File: config.mk
export PLATFORM = sky130hd
export DESIGN_NAME = pipe_ctrl_flat
export DESIGN_NICKNAME = d
export VERILOG_FILES = /design/src/rtl/pipe_ctrl_pkg.sv /design/src/rtl/pipe_ctrl_if.sv /design/src/rtl/pipe_ctrl_mc_fsm.sv /design/src/rtl/pipe_ctrl.sv /design/src/flat_wrapper.sv
export SDC_FILE = /design/constraint.sdc
export NUM_CORES = 1
export LEC_CHECK = 0
export CORE_MARGIN = 10
export CORE_UTILIZATION = 29
export CTS_BUF_LIST = sky130_fd_sc_hd__clkbuf_4 sky130_fd_sc_hd__clkbuf_8
export CTS_CLUSTER_SIZE = 12
export DETAILED_ROUTE_END_ITERATION = 16
export PLACE_DENSITY = 0.58
export REMOVE_ABC_BUFFERS = 1
export SLEW_MARGIN = 10
export SYNTH_ARGS = -nofsm -noshare
export SYNTH_HDL_FRONTEND = slang
export SYNTH_SLANG_ARGS = --single-unit
File: constraint.sdc
create_clock -name clk -period 1.7 [get_ports clk]
set_clock_uncertainty 0.05 [all_clocks]
set_input_delay 0.34 -clock clk [delete_from_list [all_inputs] [get_ports clk]]
set_output_delay 0.34 -clock clk [all_outputs]
set_load 0.005 [all_outputs]
File: src/rtl/pipe_ctrl_pkg.sv
// Shared constants for the pipeline stall/flush controller: stall bit
// values, the per-cause stall patterns and the multi-cycle FSM encoding.
package pipe_ctrl_pkg;

    localparam logic Stop   = 1'b1;
    localparam logic NoStop = 1'b0;

    // stall vector bit order: {WB, MEM, EX, ID, IF, PC}
    localparam logic [5:0] STALL_NONE = {NoStop, NoStop, NoStop, NoStop, NoStop, NoStop};
    localparam logic [5:0] STALL_IF   = {NoStop, NoStop, NoStop, NoStop, Stop,   Stop};
    localparam logic [5:0] STALL_ID   = {NoStop, NoStop, NoStop, Stop,   Stop,   Stop};
    localparam logic [5:0] STALL_EX   = {NoStop, NoStop, Stop,   Stop,   Stop,   Stop};
    localparam logic [5:0] STALL_MEM  = {NoStop, Stop,   Stop,   Stop,   Stop,   Stop};

    typedef enum logic [1:0] {
        MC_IDLE = 2'd0,
        MC_BUSY = 2'd1,
        MC_DONE = 2'd2
    } mc_state_e;

endpackage

File: src/rtl/pipe_ctrl_if.sv
// Bundle between the pipeline stages and pipe_ctrl.
// Request/response semantics: every *req input is a level that the stage
// holds for as long as its condition lasts; the controller answers in the
// same cycle through stall/flush, which the pipeline registers sample at
// the next rising edge. There is no separate acknowledge: a request is
// served when the stall vector releases the requesting stage.
interface pipe_ctrl_if
    import pipe_ctrl_pkg::*;
#(
    parameter int MC_CW = 5
);
    logic             stallreq_if;
    logic             stallreq_id;
    logic             ex_mc_req;
    logic [MC_CW-1:0] ex_mc_cycles;
    logic             stallreq_mem;
    logic             flush_req;
    logic [5:0]       stall;
    logic             flush;
    logic             mc_busy;
    logic             mc_done;
    logic             bus_timeout;
    // debug view of the multi-cycle sequencer
    mc_state_e        mc_state;
    logic [MC_CW-1:0] mc_cnt;

    modport master (
        output stallreq_if, stallreq_id, ex_mc_req, ex_mc_cycles,
               stallreq_mem, flush_req,
        input  stall, flush, mc_busy, mc_done, bus_timeout, mc_state, mc_cnt
    );

    modport slave (
        input  stallreq_if, stallreq_id, ex_mc_req, ex_mc_cycles,
               stallreq_mem, flush_req,
        output stall, flush, mc_busy, mc_done, bus_timeout, mc_state, mc_cnt
    );
endinterface

File: src/rtl/pipe_ctrl_mc_fsm.sv
// Multi-cycle EX sequencer (ctrl_mc_fsm): holds EX for N = max(cycles,1)
// cycles, then gives one DONE cycle. A memory stall freezes everything;
// a flush drops the op.
module pipe_ctrl_mc_fsm
    import pipe_ctrl_pkg::*;
#(
    parameter int MC_CW = 5
) (
    input  logic             clk,
    input  logic             rst,
    input  logic             mc_req_i,
    input  logic [MC_CW-1:0] mc_cycles_i,
    input  logic             mem_stall_i,
    input  logic             flush_i,
    output logic             ex_stall_o,
    output logic             mc_busy_o,
    output logic             mc_done_o,
    output mc_state_e        state_o,
    output logic [MC_CW-1:0] cnt_o
);
    mc_state_e        state_q, state_d;
    logic [MC_CW-1:0] cnt_q, cnt_d;
    logic [MC_CW-1:0] n_cyc;

    // State and counter registers
    always_ff @(posedge clk or negedge rst) begin
        if (!rst) begin
            state_q <= MC_IDLE;
            cnt_q   <= '0;
        end else begin
            state_q <= state_d;
            cnt_q   <= cnt_d;
        end
    end

    // Next state, counter update and per-state outputs
    always_comb begin
        state_d    = state_q;
        cnt_d      = cnt_q;
        ex_stall_o = 1'b0;
        mc_busy_o  = 1'b0;
        mc_done_o  = 1'b0;
        n_cyc      = (mc_cycles_i == '0) ? MC_CW'(1) : mc_cycles_i;
        case (state_q)
            MC_IDLE: begin
                ex_stall_o = mc_req_i;
                mc_busy_o  = mc_req_i;
                // a memory stall holds the op back until the bus is free
                if (mc_req_i && !mem_stall_i) begin
                    if (n_cyc == MC_CW'(1)) begin
                        state_d = MC_DONE;
                    end else begin
                        cnt_d   = n_cyc - MC_CW'(1);
                        state_d = MC_BUSY;
                    end
                end
            end
            MC_BUSY: begin
                ex_stall_o = 1'b1;
                mc_busy_o  = 1'b1;
                if (!mem_stall_i) begin
                    if (cnt_q == MC_CW'(1)) begin
                        cnt_d   = '0;
                        state_d = MC_DONE;
                    end else begin
                        cnt_d = cnt_q - MC_CW'(1);
                    end
                end
            end
            MC_DONE: begin
                mc_done_o = 1'b1;
                if (!mem_stall_i) begin
                    state_d = MC_IDLE;
                end
            end
            default: begin
                state_d = MC_IDLE;
                cnt_d   = '0;
            end
        endcase
        // flush drops the op and masks the done strobe in this cycle
        if (flush_i) begin
            state_d   = MC_IDLE;
            cnt_d     = '0;
            mc_done_o = 1'b0;
        end
    end

    assign state_o = state_q;
    assign cnt_o   = cnt_q;

endmodule

File: src/rtl/pipe_ctrl.sv
// Pipeline stall/flush controller: priority mux over the stall causes,
// exception flush, multi-cycle sequencer and a hung-bus watchdog.
module pipe_ctrl
    import pipe_ctrl_pkg::*;
#(
    parameter int MC_CW       = 5,
    parameter int BUS_TIMEOUT = 255
) (
    input  logic      clk,
    input  logic      rst,
    pipe_ctrl_if.slave bus
);
    localparam int TW = $clog2(BUS_TIMEOUT + 1);

    logic          ex_stall;
    logic          fsm_busy;
    logic          fsm_done;
    logic [TW-1:0] tcnt_q, tcnt_d;
    logic          tout_q, tout_d;

    pipe_ctrl_mc_fsm #(.MC_CW(MC_CW)) u_mc_fsm (
        .clk         (clk),
        .rst         (rst),
        .mc_req_i    (bus.ex_mc_req),
        .mc_cycles_i (bus.ex_mc_cycles),
        .mem_stall_i (bus.stallreq_mem),
        .flush_i     (bus.flush_req),
        .ex_stall_o  (ex_stall),
        .mc_busy_o   (fsm_busy),
        .mc_done_o   (fsm_done),
        .state_o     (bus.mc_state),
        .cnt_o       (bus.mc_cnt)
    );

    // Priority mux: flush > mem > EX multi-cycle > id > if; silent in reset
    always_comb begin
        bus.stall = STALL_NONE;
        bus.flush = 1'b0;
        if (!rst) begin
            bus.stall = STALL_NONE;
        end else if (bus.flush_req) begin
            bus.flush = 1'b1;
        end else if (bus.stallreq_mem) begin
            bus.stall = STALL_MEM;
        end else if (ex_stall) begin
            bus.stall = STALL_EX;
        end else if (bus.stallreq_id) begin
            bus.stall = STALL_ID;
        end else if (bus.stallreq_if) begin
            bus.stall = STALL_IF;
        end
    end

    assign bus.mc_busy = rst & fsm_busy;
    assign bus.mc_done = rst & fsm_done;

    // Watchdog next state: count consecutive mem waits, pulse on the limit
    always_comb begin
        tcnt_d = '0;
        tout_d = 1'b0;
        if (bus.stallreq_mem && !bus.flush_req) begin
            if (tcnt_q == TW'(BUS_TIMEOUT - 1)) begin
                tout_d = 1'b1;
            end else begin
                tcnt_d = tcnt_q + TW'(1);
            end
        end
    end

    // Watchdog registers
    always_ff @(posedge clk or negedge rst) begin
        if (!rst) begin
            tcnt_q <= '0;
            tout_q <= 1'b0;
        end else begin
            tcnt_q <= tcnt_d;
            tout_q <= tout_d;
        end
    end

    assign bus.bus_timeout = tout_q;

endmodule

File: src/flat_wrapper.sv
// flat-port wrapper written by rule: the top's interface ports become plain ports
module pipe_ctrl_flat import pipe_ctrl_pkg::*;
#(
    parameter int MC_CW       = 5,
    parameter int BUS_TIMEOUT = 255
)
  (clk, rst, bus_stallreq_if, bus_stallreq_id, bus_ex_mc_req, bus_ex_mc_cycles, bus_stallreq_mem, bus_flush_req, bus_stall, bus_flush, bus_mc_busy, bus_mc_done, bus_bus_timeout, bus_mc_state, bus_mc_cnt);
  pipe_ctrl_if #(.MC_CW(MC_CW)) bus_i ();
  input  logic clk;
  input  logic rst;
  input wire logic [$bits(bus_i.stallreq_if)-1:0] bus_stallreq_if;
  input wire logic [$bits(bus_i.stallreq_id)-1:0] bus_stallreq_id;
  input wire logic [$bits(bus_i.ex_mc_req)-1:0] bus_ex_mc_req;
  input wire logic [$bits(bus_i.ex_mc_cycles)-1:0] bus_ex_mc_cycles;
  input wire logic [$bits(bus_i.stallreq_mem)-1:0] bus_stallreq_mem;
  input wire logic [$bits(bus_i.flush_req)-1:0] bus_flush_req;
  output wire logic [$bits(bus_i.stall)-1:0] bus_stall;
  output wire logic [$bits(bus_i.flush)-1:0] bus_flush;
  output wire logic [$bits(bus_i.mc_busy)-1:0] bus_mc_busy;
  output wire logic [$bits(bus_i.mc_done)-1:0] bus_mc_done;
  output wire logic [$bits(bus_i.bus_timeout)-1:0] bus_bus_timeout;
  output wire logic [$bits(bus_i.mc_state)-1:0] bus_mc_state;
  output wire logic [$bits(bus_i.mc_cnt)-1:0] bus_mc_cnt;
  assign bus_i.stallreq_if = bus_stallreq_if;
  assign bus_i.stallreq_id = bus_stallreq_id;
  assign bus_i.ex_mc_req = bus_ex_mc_req;
  assign bus_i.ex_mc_cycles = bus_ex_mc_cycles;
  assign bus_i.stallreq_mem = bus_stallreq_mem;
  assign bus_i.flush_req = bus_flush_req;
  assign bus_stall = bus_i.stall;
  assign bus_flush = bus_i.flush;
  assign bus_mc_busy = bus_i.mc_busy;
  assign bus_mc_done = bus_i.mc_done;
  assign bus_bus_timeout = bus_i.bus_timeout;
  assign bus_mc_state = bus_i.mc_state;
  assign bus_mc_cnt = bus_i.mc_cnt;
  pipe_ctrl #(.MC_CW(MC_CW), .BUS_TIMEOUT(BUS_TIMEOUT)) u_core (.clk(clk), .rst(rst), .bus(bus_i));
endmodule
After elaboration in Yosys (flattened, before gate mapping). Cells that the tools add are included.

Bits in registers: 16. Bits in latches: 0. RAM bits: 0. Memory bits (read-only): 0. Input bits: 12. Word-level logic and storage cells: 57. Memories kept: 0.

Add/subtract/negate cells: 3. Multipliers: 0. Div/mod/pow operators: 0. Order comparisons: 0. Equality and inequality tests: 11. Shift operators: 0. Muxes and demuxes: 29. Bitwise gates (word level): 2. Reduce and logical (&&, ||, !) cells: 8.

Operators with widths (count): $mux W5 (6); $mux W6 (5); $mux W8 (2); $ne A3 B3 Y1 const B (5); $pmux W5 S3 (1); $mux W2 (7); $eq A5 B1 Y1 const B (2); $sub A5 B1 Y5 const B (2); $add A8 B1 Y8 const B (1); $eq A8 B8 Y1 const B (1); $reduce_and A4 Y1 (2); $mux W1 (6); $pmux W2 S3 (1); $logic_not A5 Y1 (1); $and A1 B1 Y1 (2); $eq A2 B1 Y1 const B (1); $eq A2 B2 Y1 const B (1); $logic_and A1 B1 Y1 (2); $logic_not A1 Y1 (2); $logic_not A2 Y1 (1); $ne A2 B2 Y1 const B (1); $pmux W1 S2 (1).

Longest topological paths before layout.
Word-level depth: 7. Depth in mapped cells: 7.

Cells and area by module. A second synthesis with hierarchy kept.

Cells, all modules: 128. Area, all modules: 1164.9 um2.

By module, submodules not included: pipe_ctrl_mc_fsm (instances 1, cells an instance 71, area each 628.1 um2); pipe_ctrl (instances 1, cells an instance 57, area each 536.8 um2).

Least setup slack after synthesis. Ideal clock, no wire load.

Path type: input to register. From: in bus_ex_mc_cycles[4]. To: reg u_core.u_mc_fsm.cnt_q[0] (netlist: u_core.u_mc_fsm.cnt_o[0]). Library setup time: 104 ps. Arrival: 1481 ps. Data required time: 1546 ps. Path slack: 66 ps. Cell stages on the path: 7. Path buffers: 0. Path through: nor2_1 a21o_1 ha_1 nor4b_2 o2bb2ai_1 o31a_1 a221oi_1.

Word-level cells in the longest chain between the ends: 7. Elaborated cells between the ends (all ways): 10. Classes of those cells: 1 x add/sub; 2 x eq/ne; 5 x mux; 2 x reduce/logical.

Ends and longest elaborated chain: start, declared (line flat_wrapper.sv:14) `input wire logic [$bits(bus_i.ex_mc_cycles)-1:0] bus_ex_mc_cycles;`; $logic_not A5 Y1 (line pipe_ctrl_mc_fsm.sv:43) `n_cyc = (mc_cycles_i == '0) ? MC_CW'(1) : mc_cycles_i;`; $mux W5 (*) (line pipe_ctrl_mc_fsm.sv:43); $sub A5 B1 Y5 (line pipe_ctrl_mc_fsm.sv:53) `cnt_d = n_cyc - MC_CW'(1);`; $mux W5 (line pipe_ctrl_mc_fsm.sv:50) `if (n_cyc == MC_CW'(1)) begin`; $mux W5 (line pipe_ctrl_mc_fsm.sv:49) `if (mc_req_i && !mem_stall_i) begin`; $pmux W5 S3 (line pipe_ctrl_mc_fsm.sv:44) `case (state_q)`; $mux W5 (line pipe_ctrl_mc_fsm.sv:82) `if (flush_i) begin`; end signal, assigned (line pipe_ctrl_mc_fsm.sv:32) `cnt_q <= cnt_d;`; end, declared (line pipe_ctrl_mc_fsm.sv:22) `logic [MC_CW-1:0] cnt_q, cnt_d;`.

Mark *: on every way between the ends. The rest lies on a longest branch, timed or not. The select of a mux whose other input is x is not followed. A chain may end at the register's enable or synchronous reset.

Final worst setup path.
From: reg u_core.u_mc_fsm.state_q[1] (netlist: u_core.u_mc_fsm.state_o[1]). To: reg u_core.u_mc_fsm.cnt_q[1] (netlist: u_core.u_mc_fsm.cnt_o[1]).

Word-level cells in the longest chain between the ends: 3. Elaborated cells between the ends (all ways): 10. Classes of those cells: 6 x eq/ne; 2 x mux; 2 x reduce/logical.

Ends and longest elaborated chain: start, declared (line pipe_ctrl_mc_fsm.sv:21) `mc_state_e state_q, state_d;`; start signal, assigned (line pipe_ctrl_mc_fsm.sv:31) `state_q <= state_d;`; $eq A2 B1 Y1, or another cell as far along (line pipe_ctrl_mc_fsm.sv:44); $ne A3 B3 Y1 (no line), or another cell as far along; $reduce_and A4 Y1 (no line) / $mux W5 (equally long branches).

Parallel ways exist; a longest one is shown, timed or not.

==> impl_metrics.prom <==
# TYPE chip_impl_metric gauge
chip_impl_metric{name="instances_no_fill",unit=""} 224
chip_impl_metric{name="worstPathArrival",unit="ns"} 1.91
chip_impl_metric{name="share_of_yosys_cell_area_claimed_by_the_top_area_cell_type",unit=""} 0.3691
chip_impl_metric{name="first_global_vias",unit=""} 1162
chip_impl_metric{name="hold_viol_final",unit=""} 0
chip_impl_metric{name="synth-async-reset-ratio",unit=""} 1.000
chip_impl_info{name="result_of_the_run",value="complete, but fails checks"} 1
chip_impl_metric{name="syn2layout_area_growth",unit="%"} 55.71
chip_impl_metric{name="globalRoute.totalOverflow",unit=""} 0
chip_impl_info{name="slowest_stage",value="sky130_fd_sc_hd__or3b_4"} 1
chip_impl_info{name="synth_top_area_cell",value="sky130_fd_sc_hd__dfrtp_1"} 1
chip_impl_metric{name="detail_route.wl_per_cell",unit="um"} 13.80
chip_impl_metric{name="num_io_pins",unit=""} 29
chip_impl_metric{name="grt_start_max_net_pins",unit=""} 17
chip_impl_info{name="rsz0062_at_grt",value="true"} 1
chip_impl_metric{name="fin_total_pwr",unit="mW"} 1.093
chip_impl_metric{name="synth_warnings",unit=""} 0
chip_impl_info{name="path_delay_family",value="simple AND/OR/NAND/NOR gates"} 1
chip_impl_metric{name="synth_enable_flop_cells",unit=""} 0
chip_impl_info{name="failing_checks",value="negative setup slack"} 1
chip_impl_metric{name="power_per_cell_area",unit="nW/um^2"} 646.8
chip_impl_metric{name="vdd.ir_drop.worst",unit="uV"} 483.0
chip_impl_metric{name="detail_route.vias_per_cell",unit=""} 4.799
chip_impl_metric{name="grt_antenna_before_repair",unit=""} 0
chip_impl_metric{name="clkSinkCount",unit=""} 16
chip_impl_metric{name="fmax",unit="MHz"} 563.8
chip_impl_metric{name="finish.instance_area",unit="um^2"} 1689
chip_impl_metric{name="final_min_period_over_clock_period",unit=""} 1.043
chip_impl_metric{name="timing.final.ws_setup",unit="ns"} -0.07376
chip_impl_metric{name="core_area",unit="um^2"} 3633
chip_impl_metric{name="maxCapViolCount",unit=""} 0
chip_impl_metric{name="wire_length_of_the_first_global_routing_pass",unit="um"} 5361
chip_impl_info{name="timing.critical_path.from_type",value="flip-flop"} 1
chip_impl_info{name="timing.critical_path.to_type",value="flip-flop"} 1
chip_impl_metric{name="critical_path_required",unit="ns"} 1.83
chip_impl_metric{name="total_leakage_power",unit="nW"} 0.7636
chip_impl_metric{name="dr.pass1.iters",unit=""} 4
chip_impl_metric{name="placement.io_buffers",unit=""} 27
chip_impl_metric{name="via_count",unit=""} 1075
chip_impl_metric{name="ant_nets",unit=""} 0
chip_impl_metric{name="numPlacedInstances",unit=""} 215
chip_impl_metric{name="slew_violations",unit=""} 0
chip_impl_metric{name="core.rowCount",unit=""} 22
chip_impl_metric{name="dieArea",unit="um^2"} 6587
chip_impl_metric{name="postSynthCellCount",unit=""} 123
chip_impl_info{name="clk_root_buffer_cell",value="sky130_fd_sc_hd__clkbuf_8"} 1
chip_impl_metric{name="timing.final.setup_violations",unit=""} 1
chip_impl_info{name="worstHoldPathType",value="input pin to async pin"} 1
chip_impl_metric{name="placedInstanceArea",unit="um^2"} 1540
chip_impl_metric{name="clk_pin_slew",unit="ns"} 0.07
chip_impl_metric{name="postSynthAreaPerCell",unit="um^2"} 8.819
chip_impl_metric{name="synth_seq_cells",unit=""} 16
chip_impl_metric{name="drt_drc_violations_left",unit=""} 0
chip_impl_info{name="tritoncts",value="done"} 1
chip_impl_metric{name="placer_congestion_estimate",unit=""} 0.7642
chip_impl_metric{name="detail_route.iter0.violations",unit=""} 69
chip_impl_metric{name="synth.lib_cells_used.distinct",unit=""} 45
chip_impl_metric{name="final_layout_setup_total_negative_slack",unit="ns"} -0.07376
chip_impl_metric{name="ctsLongestPathBuffers",unit=""} 2
chip_impl_metric{name="die_w",unit="um"} 81.16
chip_impl_metric{name="postCtsHoldBufs",unit=""} 0
chip_impl_info{name="synth_area_leaders",value="sky130_fd_sc_hd__dfrtp_1 37%, sky130_fd_sc_hd__nor2_1 8.0%, sky130_fd_sc_hd__ha_1 5.8%"} 1
chip_impl_metric{name="clock_tree.htree_level_count",unit=""} 1
chip_impl_metric{name="critical_path_buf_inv_count",unit=""} 1
chip_impl_info{name="cell_with_the_most_instances_after_synthesis",value="sky130_fd_sc_hd__nor2_1"} 1
chip_impl_info{name="ys.flop_type",value="sky130_fd_sc_hd__dfrtp_1"} 1
chip_impl_metric{name="diodes",unit=""} 0
chip_impl_metric{name="nets",unit=""} 194
chip_impl_metric{name="detail_route.wirelength",unit="um"} 3092
chip_impl_metric{name="critPathMaxStageDelay",unit="ns"} 0.42
chip_impl_metric{name="effective_utilization_at_floorplan",unit=""} 0.2986
chip_impl_metric{name="largest_driver_fanout_on_the_critical_path",unit=""} 4
chip_impl_metric{name="drive_gt1_frac",unit=""} 0.3864
chip_impl_metric{name="insertion_delay",unit="ns"} 0.25
chip_impl_metric{name="grt.total_usage",unit=""} 0.1023
chip_impl_info{name="cp_cell_sequence",value="buf_6 > or3b_4 > a2bb2oi_4 > or3_4 > a21oi_2"} 1
chip_impl_metric{name="period_needed",unit="ns"} 1.774
chip_impl_info{name="crit_type",value="flip-flop to flip-flop"} 1
chip_impl_metric{name="synth.yosys.seq_area_share",unit=""} 0.3691
chip_impl_metric{name="place_hpwl",unit="um"} 2344
chip_impl_metric{name="syn-cell-area",unit="um^2"} 1085
chip_impl_info{name="synthTopCellsByCount",value="23 x sky130_fd_sc_hd__nor2_1, 16 x sky130_fd_sc_hd__dfrtp_1, 9 x sky130_fd_sc_hd__inv_1"} 1
chip_impl_metric{name="die_height",unit="um"} 81.16
chip_impl_metric{name="cts-buffers-inserted",unit=""} 3
## final cells by class
cell class	count	area, um^2
Clock buffer	4	55.05
Fill cell	362	1944
Timing Repair Buffer	53	424.2
Sequential cell	16	401.6
Inverter	9	33.78
Multi-Input combinational cell	94	714.4
Tap cell	48	60.06
## path summary, 6_finish.rpt
check	start	slack [ns]	to	cells past startpoint
min in group clk	u_core.tcnt_q[0]$_DFF_PN0_	0.45	u_core.tcnt_q[0]$_DFF_PN0_	1
max	u_core.u_mc_fsm.state_o[1]$_DFFE_PN0P_	-0.07	u_core.u_mc_fsm.cnt_o[1]$_DFFE_PN0P_	5
min	rst	0.23	u_core.tcnt_q[7]$_DFF_PN0_	3
min reg2reg	u_core.tcnt_q[0]$_DFF_PN0_	0.45	u_core.tcnt_q[0]$_DFF_PN0_	1
max reg2reg	u_core.u_mc_fsm.state_o[1]$_DFFE_PN0P_	-0.07	u_core.u_mc_fsm.cnt_o[1]$_DFFE_PN0P_	5
max in group asynchronous	rst	1.17	u_core.u_mc_fsm.cnt_o[2]$_DFFE_PN0P_	3
## state kept, by name, summed over array words and instances, names as in the netlist
name / count
u_core.bus.bus_timeout: 1
u_core.tcnt_q: 8
u_core.u_mc_fsm.cnt_o: 5
u_core.u_mc_fsm.state_o: 2
## routing by layer
metal  part of all wire  GRT usage  routed length, um  vias to the layer above
li1                   -          -                  -                      537
met1               0.42     0.1089               1287                      507
met2               0.52     0.1799               1620                       27
met3              0.051    0.03753                157                        4
met4             0.0087    0.03979                 27                        0
met5                  0          0                  0                        -
## layout by cell type (no fill, tap or decap), types with 2 or more instances in the layout
cell type and count:
sky130_fd_sc_hd__xnor2_1 3, sky130_fd_sc_hd__nand2_1 4, sky130_fd_sc_hd__nor3_1 2, sky130_fd_sc_hd__clkdlybuf4s15_2 2, sky130_fd_sc_hd__nor2_2 4, sky130_fd_sc_hd__buf_6 4
sky130_fd_sc_hd__a21oi_1 4, sky130_fd_sc_hd__clkdlybuf4s50_1 8, sky130_fd_sc_hd__ha_2 2, sky130_fd_sc_hd__dfrtp_1 15, sky130_fd_sc_hd__inv_2 2, sky130_fd_sc_hd__nand2b_1 2
sky130_fd_sc_hd__o21ai_0 4, sky130_fd_sc_hd__clkbuf_8 4, sky130_fd_sc_hd__nor2_1 19, sky130_fd_sc_hd__nand3_1 6, sky130_fd_sc_hd__and3_1 2, sky130_fd_sc_hd__inv_1 7
sky130_fd_sc_hd__buf_4 23, sky130_fd_sc_hd__dlygate4sd2_1 5, sky130_fd_sc_hd__buf_2 4, sky130_fd_sc_hd__xor2_1 3, sky130_fd_sc_hd__a21oi_2 2, sky130_fd_sc_hd__and4_1 2
sky130_fd_sc_hd__clkbuf_2 6, sky130_fd_sc_hd__ha_1 3, sky130_fd_sc_hd__and2_1 2
## repair_timing
action | in CTS | in global routing
resized for setup | 47 | 27
setup endpoints to repair | 16 | 12
buffers inserted | 5 | 1
hold endpoints to repair | 0 | 0
pin swaps | 6 | 12
## metrics by stage
step / hold slack (ns) / setup WS, ns / util
2_1_floorplan: -0.005591 / 0.05421 / -
3_3_place_gp: 0.4429 / -0.5704 / 0.4239
3_5_place_dp: 0.4510 / -0.6211 / 0.4239
4_1_cts: 0.2317 / -0.03718 / 0.4528
5_1_grt: 0.2551 / -0.1133 / 0.4649
6_report: 0.2285 / -0.07376 / 0.4649
## tightest hold or removal path: cells and delay by family
kind     cells  cell delay [ns]
buf+inv      3             0.56
## power by group
group | internal, mW | switching (mW) | leakage [nW]
Clock | 0.206 | 0.139 | 0.0288
Combinational | 0.178 | 0.153 | 0.517
Sequential | 0.397 | 0.0195 | 0.218
## kinds of logic (layout without fill, tap and decap cells)
family | Yosys count | count (layout) | share of synthesized area
xor+xnor | 6 | 6 | 0.04845
compound gates | 24 | 24 | 0.1626
buf+inv | 13 | 66 | 0.06112
other cells | 1 | 1 | 0.003457
mux | 2 | 2 | 0.01961
flops | 16 | 16 | 0.3691
simple gates | 56 | 56 | 0.2780
fa+ha+maj | 5 | 5 | 0.05767
No activity file was read; power rests on OpenSTA's default activity.
